## src/rtl/phase_pwm.sv

```systemverilog
// Phase-shifted 50% square-wave drive for an ultrasonic transducer array.
// A shared period counter drives every channel; per-channel phase banks swap only at period boundaries.
`timescale 1ns/1ps
module phase_pwm #(
    parameter int CLK_FREQ     = 10_240_000,
    parameter int OUT_FREQ     = 40_000,
    parameter int NUM_CHANNELS = 2,
    parameter int MASTER       = 1,
    localparam int PERIOD      = CLK_FREQ / OUT_FREQ,
    localparam int PHASE_W     = $clog2(PERIOD)
) (
    input  logic                                  clk,
    input  logic                                  rst,
    input  logic [NUM_CHANNELS-1:0][PHASE_W-1:0]  phases,
    input  logic                                  phases_valid,
    input  logic                                  enable,
    input  logic                                  sync_in,
    output logic                                  sync_out,
    output logic [NUM_CHANNELS-1:0]               trans,
    output logic                                  period_start
);

    if (PERIOD < 2 || (PERIOD & (PERIOD - 1)) != 0) begin : g_bad_period
        $error("phase_pwm: CLK_FREQ/OUT_FREQ must be a power of two >= 2");
    end
    if (NUM_CHANNELS < 1) begin : g_bad_channels
        $error("phase_pwm: NUM_CHANNELS must be at least 1");
    end

    // High for the first half-period after the channel's phase offset, modulo PERIOD.
    function automatic logic half_high(input logic [PHASE_W-1:0] c, input logic [PHASE_W-1:0] p);
        logic [PHASE_W-1:0] d;
        d = c - p;
        return ~d[PHASE_W-1];
    endfunction

    logic [PHASE_W-1:0]                     cnt;
    logic [NUM_CHANNELS-1:0][PHASE_W-1:0]   active;
    logic [NUM_CHANNELS-1:0][PHASE_W-1:0]   pending;
    logic                                   pend;
    logic                                   sync_p0, sync_p1, sync_p2;
    logic                                   sync_fwd;
    logic                                   sync_rise;
    logic                                   boundary;
    logic [NUM_CHANNELS-1:0]                trans_next;

    assign sync_rise = (MASTER == 0) && sync_p1 && !sync_p2;
    assign boundary  = enable && (cnt == '1);
    assign sync_out  = (MASTER != 0) ? period_start : sync_fwd;

    // Stage 0: two-flop synchronizer plus one extra flop for edge detection
    always_ff @(posedge clk or posedge rst) begin
        if (rst) begin
            sync_p0 <= 1'b0;
            sync_p1 <= 1'b0;
            sync_p2 <= 1'b0;
        end else begin
            sync_p0 <= sync_in;
            sync_p1 <= sync_p0;
            sync_p2 <= sync_p1;
        end
    end

    always_ff @(posedge clk or posedge rst) begin
        if (rst) begin
            cnt <= '0;
        end else if (!enable || sync_rise) begin
            cnt <= '0;
        end else begin
            cnt <= cnt + 1'b1;
        end
    end

    // A strobe landing on the boundary bypasses the pending bank entirely.
    always_ff @(posedge clk or posedge rst) begin
        if (rst) begin
            active  <= '0;
            pending <= '0;
            pend    <= 1'b0;
        end else begin
            if (phases_valid) begin
                pending <= phases;
            end
            if (boundary && phases_valid) begin
                active <= phases;
                pend   <= 1'b0;
            end else if (boundary && pend) begin
                active <= pending;
                pend   <= 1'b0;
            end else if (phases_valid) begin
                pend <= 1'b1;
            end
        end
    end

    always_comb begin
        trans_next = '0;
        for (int i = 0; i < NUM_CHANNELS; i++) begin
            trans_next[i] = half_high(cnt, active[i]);
        end
    end

    // Stage 1: registered outputs, one cycle behind the counter
    always_ff @(posedge clk or posedge rst) begin
        if (rst) begin
            trans        <= '0;
            period_start <= 1'b0;
            sync_fwd     <= 1'b0;
        end else begin
            trans        <= enable ? trans_next : '0;
            period_start <= enable && (cnt == '0);
            sync_fwd     <= enable && sync_p1;
        end
    end

endmodule

```

## config.mk

```make
export PLATFORM = sky130hd
export DESIGN_NAME = phase_pwm
export DESIGN_NICKNAME = d
export VERILOG_FILES = /design/src/rtl/phase_pwm.sv
export SDC_FILE = /design/constraint.sdc
export NUM_CORES = 1
export LEC_CHECK = 0
export CORE_ASPECT_RATIO = 0.8
export CORE_MARGIN = 4
export CORE_UTILIZATION = 55
export CTS_CLUSTER_SIZE = 10
export DETAILED_ROUTE_END_ITERATION = 7
export PLACE_DENSITY = 0.83
export SETUP_SLACK_MARGIN = 0.1
export SKIP_CTS_REPAIR_TIMING = 1
export SYNTH_ARGS = -nofsm -noshare
export SYNTH_HDL_FRONTEND = slang
export SYNTH_SLANG_ARGS = --single-unit
```

## constraint.sdc

```tcl
create_clock -name clk -period 5.1 [get_ports clk]
set_clock_uncertainty 0.1 [all_clocks]
set_input_delay 1.02 -clock clk [delete_from_list [all_inputs] [get_ports clk]]
set_output_delay 1.02 -clock clk [all_outputs]
set_load 0.02 [all_outputs]
```

==> results.json, run 1 <==
{
  "dieArea_um2": 5040,
  "wire_per_inst_um": 15.2,
  "cp.arrival_ns": 3.21,
  "overflow": 0,
  "die_h_um": 64.3,
  "power_density_nw_per_um2": 273,
  "cp.required_ns": 5.21,
  "io_pins": 25,
  "first_pass_iters": 5,
  "synthesis.area_um2": 2180,
  "hold_path.class": "reg2reg",
  "diodes": 0,
  "yosysWarningCount": 0,
  "finalHoldViolations": 0,
  "ys_seq_elements": 44,
  "dpl-instance-area_um2": 2440,
  "drcViolationCount": 0,
  "drtAntennaViolNets": 0,
  "grt_pass1_wl_um": 7020,
  "path_class": "in2reg",
  "root_buffer": "clkbuf_8",
  "start_util": 0.573,
  "final_cell_area_um2": 2530,
  "endpoint_kind": "register",
  "place_congestion": 0.756,
  "vias": 1522,
  "first_global_vias": 1521,
  "irDropWorstVdd_v": 0.000197,
  "io_buffers": 23,
  "clk_latency_ns": 0.29,
  "fmax_mhz": 322,
  "critPathMaxFanout": 24,
  "period_needed_ns": 3.10,
  "relSlewSlack": 0.276,
  "postSynthCellCount": 190,
  "drive_above_1_share": 0.137,
  "cp_num_cells": 5,
  "totalWireLength_um": 4050,
  "leakagePower_nw": 1.10,
  "rows": 20,
  "hold_depth": 1,
  "fin_setup_tns_ns": 0,
  "antenna_found_initial": 0,
  "maxSlewViolCount": 0,
  "coreArea_um2": 3800,
  "dp.final_hpwl_um": 2950,
  "final_nets": 247,
  "rsz0062_at_grt": "false",
  "cts_made_buffers": 5,
  "clkSinkCount": 44,
  "tightest_slew_ns": 1.08,
  "vias_per_cell": 5.70,
  "max_cap_viol_count": 0,
  "path_cells": "clkdlybuf4s50_1 -> buf_4 -> nor2b_1 -> a22oi_1 -> o2bb2ai_1",
  "syn_nets": 225,
  "fill_cells": 288,
  "utilization": 0.666,
  "setup_viol": 0,
  "syn2layout_area_growth_pct": 16.2,
  "drtIter0Drc": 96,
  "grt_usage": 0.180,
  "cts_tree": "done",
  "die_x_um": 78.4,
  "worstSetupStartpointType": "input port",
  "htreeDepth": 2,
  "ctsLongestPathBuffers": 2,
  "max_stage_delay_ns": 0.86,
  "critical-path-top-delay-family": "buffers and inverters",
  "critPathSlowestCell": "nor2b_1",
  "ys_types": 34,
  "status": "finished clean",
  "clk_pin_slew_worst_paths_ns": 0.07,
  "ys_seq_area_frac": 0.505,
  "grt_max_degree": 45,
  "post-route-period-util": 0.608,
  "worstRegToRegCells": 5,
  "worst-path-buf-inv": 2,
  "postSynthAreaPerCell_um2": 11.5
}
## registers in the layout, summed over array words and instances (netlist names)
name and flops:
pend 1, period_start 1, active 16, pending 16, trans 2, cnt 8
## layout by cell type, fill, tap and decap left out, drive strengths merged, types with 2 or more instances in the layout
cell type,count
a21o,2
or3,4
nand2,7
nor2b,3
nand4,3
buf,2
nor2,8
o21ai,5
xor2,3
dfrtp,44
xnor2,2
and2,2
clkbuf,7
nand3,3
mux2,18
o2bb2ai,15
inv,15
a22oi,15
ha,14
or2,2
clkdlybuf4s50,23
a21oi,8
## report_power, final
part | internal [W] | switching [W] | leakage, nW
Clock | 0.000121 | 0.000109 | 0.0503
Sequential | 0.000366 | 0.0000105 | 0.566
Combinational | 0.0000467 | 0.0000383 | 0.483
Total | 0.000533 | 0.000158 | 1.10
## worst paths after layout
check / from / end / slack, ns
min in group asynchronous: rst / trans[0] / 1.05
worst min-delay path: active[8] / active[8] / 0.39
worst max-delay path: phases_valid / active[12] / 2.00
worst min register to register: active[8] / active[8] / 0.39
max in group asynchronous: rst / pending[13] / 3.48
worst max register to register: cnt[1] / active[15] / 2.57
## layer usage
layer | GRT usage | wire (µm) | part of all wire | vias to the layer above
li1 | - | - | - | 727
met4 | 0.0721 | 36 | 0.0089 | 0
met5 | 0 | 0 | 0 | -
met1 | 0.230 | 1750 | 0.43 | 751
met2 | 0.291 | 2060 | 0.51 | 40
met3 | 0.0479 | 209 | 0.052 | 4
## final cells by class
| class | count | area (µm²) | area share |
|---|---|---|---|
| Inverter | 16 | 60.1 | 0.0237 |
| Clock buffer | 7 | 96.3 | 0.0380 |
| Sequential cell | 44 | 1100 | 0.435 |
| Multi-Input combinational cell | 120 | 961 | 0.379 |
| Tap cell | 55 | 68.8 | 0.0272 |
| Timing Repair Buffer | 25 | 245 | 0.0968 |
## cell usage after synthesis
cell / n / area (µm²)
a21o_1: 2 / 15.0
a21oi_1: 8 / 40.0
a22oi_1: 15 / 113
a31oi_1: 1 / 6.26
and2_1: 2 / 12.5
and4b_1: 1 / 10.0
buf_1: 1 / 3.75
buf_2: 1 / 5.00
buf_4: 1 / 7.51
buf_6: 2 / 22.5
clkbuf_1: 5 / 18.8
clkinv_1: 1 / 3.75
dfrtp_1: 44 / 1100
ha_1: 14 / 175
inv_1: 15 / 56.3
mux2_2: 17 / 191
mux2_4: 1 / 15.0
mux2i_1: 1 / 10.0
nand2_1: 7 / 26.3
nand2b_1: 1 / 6.26
nand3_1: 3 / 15.0
nand4_1: 2 / 12.5
nand4_2: 1 / 12.5
nor2_1: 8 / 30.0
nor2b_1: 3 / 18.8
nor4_1: 1 / 6.26
o211ai_1: 1 / 7.51
o21ai_0: 5 / 25.0
o2bb2ai_1: 15 / 131
or2_1: 1 / 6.26
or2_2: 1 / 6.26
or3_1: 4 / 25.0
xnor2_1: 2 / 17.5
xor2_1: 3 / 26.3
## logic make-up (layout without fill, tap and decap cells)
logic type	Yosys count	count (layout)	share of synthesized area
buffers and inverters	26	48	0.0540
XOR/XNOR	5	5	0.0201
AO/OA/AOI/OAI	47	47	0.155
multiplexers	19	19	0.0993
AND/OR/NAND/NOR	35	35	0.0861
adder cells (fa/ha/maj)	14	14	0.0804
flip-flops	44	44	0.505
## per-stage QoR
stage | worst slack (ns) | power (W) | hold WS [ns] | cells
2_1_floorplan | 2.77 | 0.000433 | 0.349 | 190
3_3_place_gp | 1.77 | 0.000464 | 0.369 | 260
3_5_place_dp | 1.71 | 0.000469 | 0.377 | 260
4_1_cts | 1.99 | 0.000698 | 0.397 | 267
5_1_grt | 1.81 | 0.000722 | 0.419 | 267
6_report | 2.00 | 0.000691 | 0.390 | 267
Note: power is estimated with default switching activity, not from simulation.
==> run 2: changes to the inputs <==
CORE_UTILIZATION = 50   (was 55)
PLACE_DENSITY = 0.8   (was 0.83)
clock period = 2.7 ns   (was 5.1 ns; I/O delays follow)
==> results.json, run 2 (synthesis results as in run 1) <==
{
  "setup_viol": 0,
  "tightest_slew_ns": 0.545,
  "antenna_found_initial": 0,
  "layout_commonest_cell": "dfrtp_1",
  "first_pass_iters": 4,
  "die_h_um": 67.1,
  "grt_pass1_wl_um": 6400,
  "worstSetupStartpointType": "input port",
  "clkSinkCount": 44,
  "start_util": 0.518,
  "dieArea_um2": 5490,
  "clk_latency_ns": 0.29,
  "io_pins": 25,
  "hp-start": "active[8]",
  "rrSetupSlack_ns": 0.72,
  "p_int_w": 0.00105,
  "swShare": 0.227,
  "cts_tree": "done",
  "status": "finished clean",
  "ctsLongestPathBuffers": 2,
  "grt_usage": 0.154,
  "finalHoldViolations": 0,
  "grt_max_degree": 45,
  "endpoint_kind": "register",
  "worstRegToRegCells": 6,
  "critPathMaxFanout": 15,
  "rows": 21,
  "fmax_mhz": 503,
  "htreeDepth": 2,
  "drcViolationCount": 0,
  "hold_depth": 1,
  "drtAntennaViolNets": 0,
  "p_sw_w": 0.000310,
  "utilization": 0.611,
  "drtIter0Drc": 99,
  "wire_per_inst_um": 14.1,
  "multiInputGateArea_um2": 961,
  "final_cell_area_um2": 2570,
  "relSlewSlack": 0.637,
  "first_global_vias": 1381,
  "max_cap_viol_count": 0,
  "clkPwrFrac": 0.362,
  "holdPathEnd": "active[8]",
  "rsz0062_at_grt": "false",
  "dpl-instance-area_um2": 2460,
  "grt_busiest_layer": "met2",
  "grt_use_met2": 0.237,
  "place_congestion": 0.737,
  "period_needed_ns": 1.99,
  "die_x_um": 81.8,
  "fin_setup_tns_ns": 0,
  "diodes": 0,
  "path_class": "in2reg",
  "final_cell_mix": "dfrtp_1 (44), clkdlybuf4s50_1 (23), mux2_2 (17), a22oi_1 (15), o2bb2ai_1 (15)",
  "irDropWorstVdd_v": 0.000287,
  "vias": 1496,
  "dp.final_hpwl_um": 2710,
  "pwr-share-comb": 0.117,
  "hold_path.class": "reg2reg",
  "rr_startpoint": "cnt[0]",
  "r2r-end": "active[0]",
  "fill_cells": 340,
  "use_met3": 0.0405,
  "leakagePower_nw": 1.11,
  "register_area_um2": 1100,
  "drive_above_1_share": 0.148,
  "largest_registers": "active: 16 flops, pending: 16 flops, cnt: 8 flops",
  "io_buffers": 23,
  "totalWireLength_um": 3860,
  "cp.arrival_ns": 2.07,
  "syn2layout_area_growth_pct": 17.9,
  "cts_made_buffers": 5,
  "overflow": 0,
  "maxSlewViolCount": 0,
  "p_seq_frac": 0.521,
  "coreArea_um2": 4200,
  "cp.required_ns": 2.78,
  "use_met1": 0.204,
  "post-route-period-util": 0.736,
  "clk_pin_slew_worst_paths_ns": 0.08,
  "vias_per_cell": 5.48,
  "final_nets": 250,
  "power_density_nw_per_um2": 531,
  "root_buffer": "clkbuf_8"
}
run 2: cell types whose count changed in the layout (fill, tap and decap cells not counted), sizes merged:
cell / previous run / this run
buf: 2 / 5
inv: 15 / 14
bufinv: 0 / 1
clkbuf: 7 / 6
clkinv: 1 / 3
run 2: worst max-delay path: stages:
cell and delay [ns]:
clkdlybuf4s50_1 0.55, nand2_1 0.06, or3_1 0.33, or2_1 0.25, buf_4 0.20, o2bb2ai_1 0.13
run 2: power groups by stage:
stage | clock [W] | combinational [W] | sequential (W)
floorplan | 0 | 0.0000929 | 0.000726
global placement | 0 | 0.000159 | 0.000722
detailed placement | 0 | 0.000162 | 0.000723
finish | 0.000494 | 0.000159 | 0.000710
CTS | 0.000510 | 0.000163 | 0.000710
global route | 0.000538 | 0.000177 | 0.000713
run 2: stage by stage:
stage	hold slack, ns	instances	setup WS (ns)	power, W
final	0.381	273	0.712	0.00136
after global routing	0.408	273	0.599	0.00143
after CTS	0.390	273	0.715	0.00138
after detailed placement	0.366	265	0.392	0.000886
after global placement	0.365	265	0.424	0.000880
after floorplan	0.349	190	0.711	0.000818
run 2: layer usage:
metal | up-vias | share of wire | wire length (µm)
met2 | 21 | 0.47 | 1830
met4 | 0 | 0.012 | 47
met3 | 5 | 0.033 | 127
li1 | 733 | - | -
met5 | - | 0 | 0
met1 | 737 | 0.48 | 1860
run 2: worst max-delay path by stage:
stage	start	endpoint	slack, ns
after floorplan	cnt[0]	active[15]	0.71
after global placement	enable	active[7]	0.42
after detailed placement	enable	active[4]	0.39
after CTS	cnt[0]	active[12]	0.71
after global routing	cnt[0]	active[2]	0.60
final	enable	active[0]	0.71
run 2: cell type report:
class                      instances  area share
sequential                        44       0.429
multi-input combinational        120       0.374
timing repair buffer              28       0.104
clock buffer                       6      0.0283
tap                               57      0.0278
inverter                          16      0.0234
clock inverter                     2      0.0136
==> run 3: changes to the inputs <==
CORE_UTILIZATION = 55   (was 50)
PLACE_DENSITY = 0.83   (was 0.8)
clock period = 2.1 ns   (was 2.7 ns; I/O delays follow)
==> results.json, run 3 (synthesis results as in run 1) <==
{
  "status": "finished clean",
  "coreArea_um2": 3800,
  "finalHoldViolations": 0,
  "largest_registers": "active: 16 flops, pending: 16 flops, cnt: 8 flops",
  "first_global_vias": 1687,
  "period_needed_ns": 1.93,
  "grt_max_degree": 45,
  "drcViolationCount": 0,
  "drtAntennaViolNets": 0,
  "ctsLongestPathBuffers": 2,
  "critPathMaxFanout": 15,
  "overflow": 0,
  "fmax_mhz": 519,
  "total_power_w": 0.00169,
  "max_stage_delay_ns": 0.40,
  "cp_num_cells": 6,
  "critical-path-top-delay-family": "simple AND/OR/NAND/NOR gates",
  "cts_tree": "done",
  "setup_viol": 0,
  "drtIter0Drc": 89,
  "path_cells": "ha_1 -> nand2_1 -> or3_1 -> or2_1 -> buf_4 -> o2bb2ai_1",
  "cp.required_ns": 2.17,
  "vias": 1525,
  "power_density_nw_per_um2": 652,
  "root_buffer": "clkbuf_8",
  "layout_commonest_cell": "dfrtp_1",
  "hold_depth": 1,
  "io_pins": 25,
  "start_util": 0.573,
  "rows": 20,
  "clkSinkCount": 44,
  "clk_latency_ns": 0.29,
  "hold_path.class": "reg2reg",
  "vias_per_cell": 5.55,
  "dp.final_hpwl_um": 3110,
  "worstRegToRegCells": 6,
  "worst-path-buf-inv": 1,
  "io_buffers": 23,
  "max_cap_viol_count": 0,
  "totalWireLength_um": 4260,
  "die_h_um": 64.3,
  "syn2layout_area_growth_pct": 19.2,
  "drive_above_1_share": 0.182,
  "endpoint_kind": "register",
  "relSlewSlack": 0.582,
  "cts_made_buffers": 5,
  "rsz0062_at_grt": "false",
  "maxSlewViolCount": 0,
  "hold_slack_ns": 0.393,
  "path_class": "reg2reg",
  "die_x_um": 78.4,
  "leakagePower_nw": 1.14,
  "worstSetupStartpointType": "register",
  "first_pass_iters": 4,
  "cp.arrival_ns": 2.00,
  "post-route-period-util": 0.918,
  "wire_per_inst_um": 15.5,
  "irDropWorstVdd_v": 0.000394,
  "tightest_slew_ns": 0.624,
  "diodes": 0,
  "antenna_found_initial": 0,
  "clk_pin_slew_worst_paths_ns": 0.08,
  "critPathSlowestCell": "or3_1",
  "grt_usage": 0.192,
  "place_congestion": 0.777,
  "final_cell_mix": "dfrtp_1 (42), clkdlybuf4s50_1 (23), mux2_2 (17)",
  "htreeDepth": 2,
  "final_nets": 255,
  "dieArea_um2": 5040,
  "grt_pass1_wl_um": 7510
}
## run 3: cell count changes in the layout (fill, tap and decap cells not counted)
cell	previous run	this run
nor2b_1	3	2
inv_1	14	15
dfrtp_2	0	2
clkbuf_8	5	7
clkinv_2	1	0
buf_4	5	10
bufinv_16	1	0
clkinv_1	2	1
nor2b_2	0	1
clkbuf_1	1	0
dfrtp_1	44	42
## run 3: worst paths after layout
kind	startpoint	slack (ns)	endpoint
max	cnt[1]	0.17	active[10]
min	active[9]	0.39	active[9]
max reg2reg	cnt[1]	0.17	active[10]
min reg2reg	active[9]	0.39	active[9]
max in group asynchronous	rst	1.04	cnt[3]
min in group asynchronous	rst	0.47	trans[0]
## run 3: power breakdown
part / internal, W / switching, W / leakage (nW)
clock: 0.000293 / 0.000269 / 0.0503
sequential: 0.000889 / 0.0000235 / 0.563
combinational: 0.000121 / 0.0000982 / 0.523
## run 3: stage by stage
step,instance area (µm²),worst slack [ns],utilization,instances,setup TNS [ns]
floorplan,2180,0.111,-,190,0
global placement,2500,-0.0719,0.656,268,-0.849
detailed placement,2500,-0.197,0.656,268,-2.36
CTS,2590,0.0995,0.682,275,0
global route,2600,0.112,0.683,275,0
finish,2600,0.173,0.683,275,0
## run 3: layer usage
metal / track usage / vias to the layer above / wire, µm / share of wire
met5: 0 / - / 0 / 0
met1: 0.226 / 750 / 1880 / 0.44
met2: 0.338 / 33 / 2160 / 0.51
met4: 0.0677 / 0 / 43 / 0.010
met3: 0.0521 / 4 / 177 / 0.042
li1: - / 738 / - / -
## run 3: worst register-to-register path: stages, from the launching register on
cell and delay, ns:
dfrtp_1 0.37, ha_1 0.21, nand2_1 0.11, or3_1 0.40, or2_1 0.26, buf_4 0.21
o2bb2ai_1 0.15
## run 3: final cells by class
class | instances | area, µm²
Fill cell | 287 | 1210
Sequential cell | 44 | 1100
Multi-Input combinational cell | 120 | 963
Timing Repair Buffer | 33 | 305
Clock buffer | 7 | 96.3
Tap cell | 55 | 68.8
Inverter | 16 | 60.1
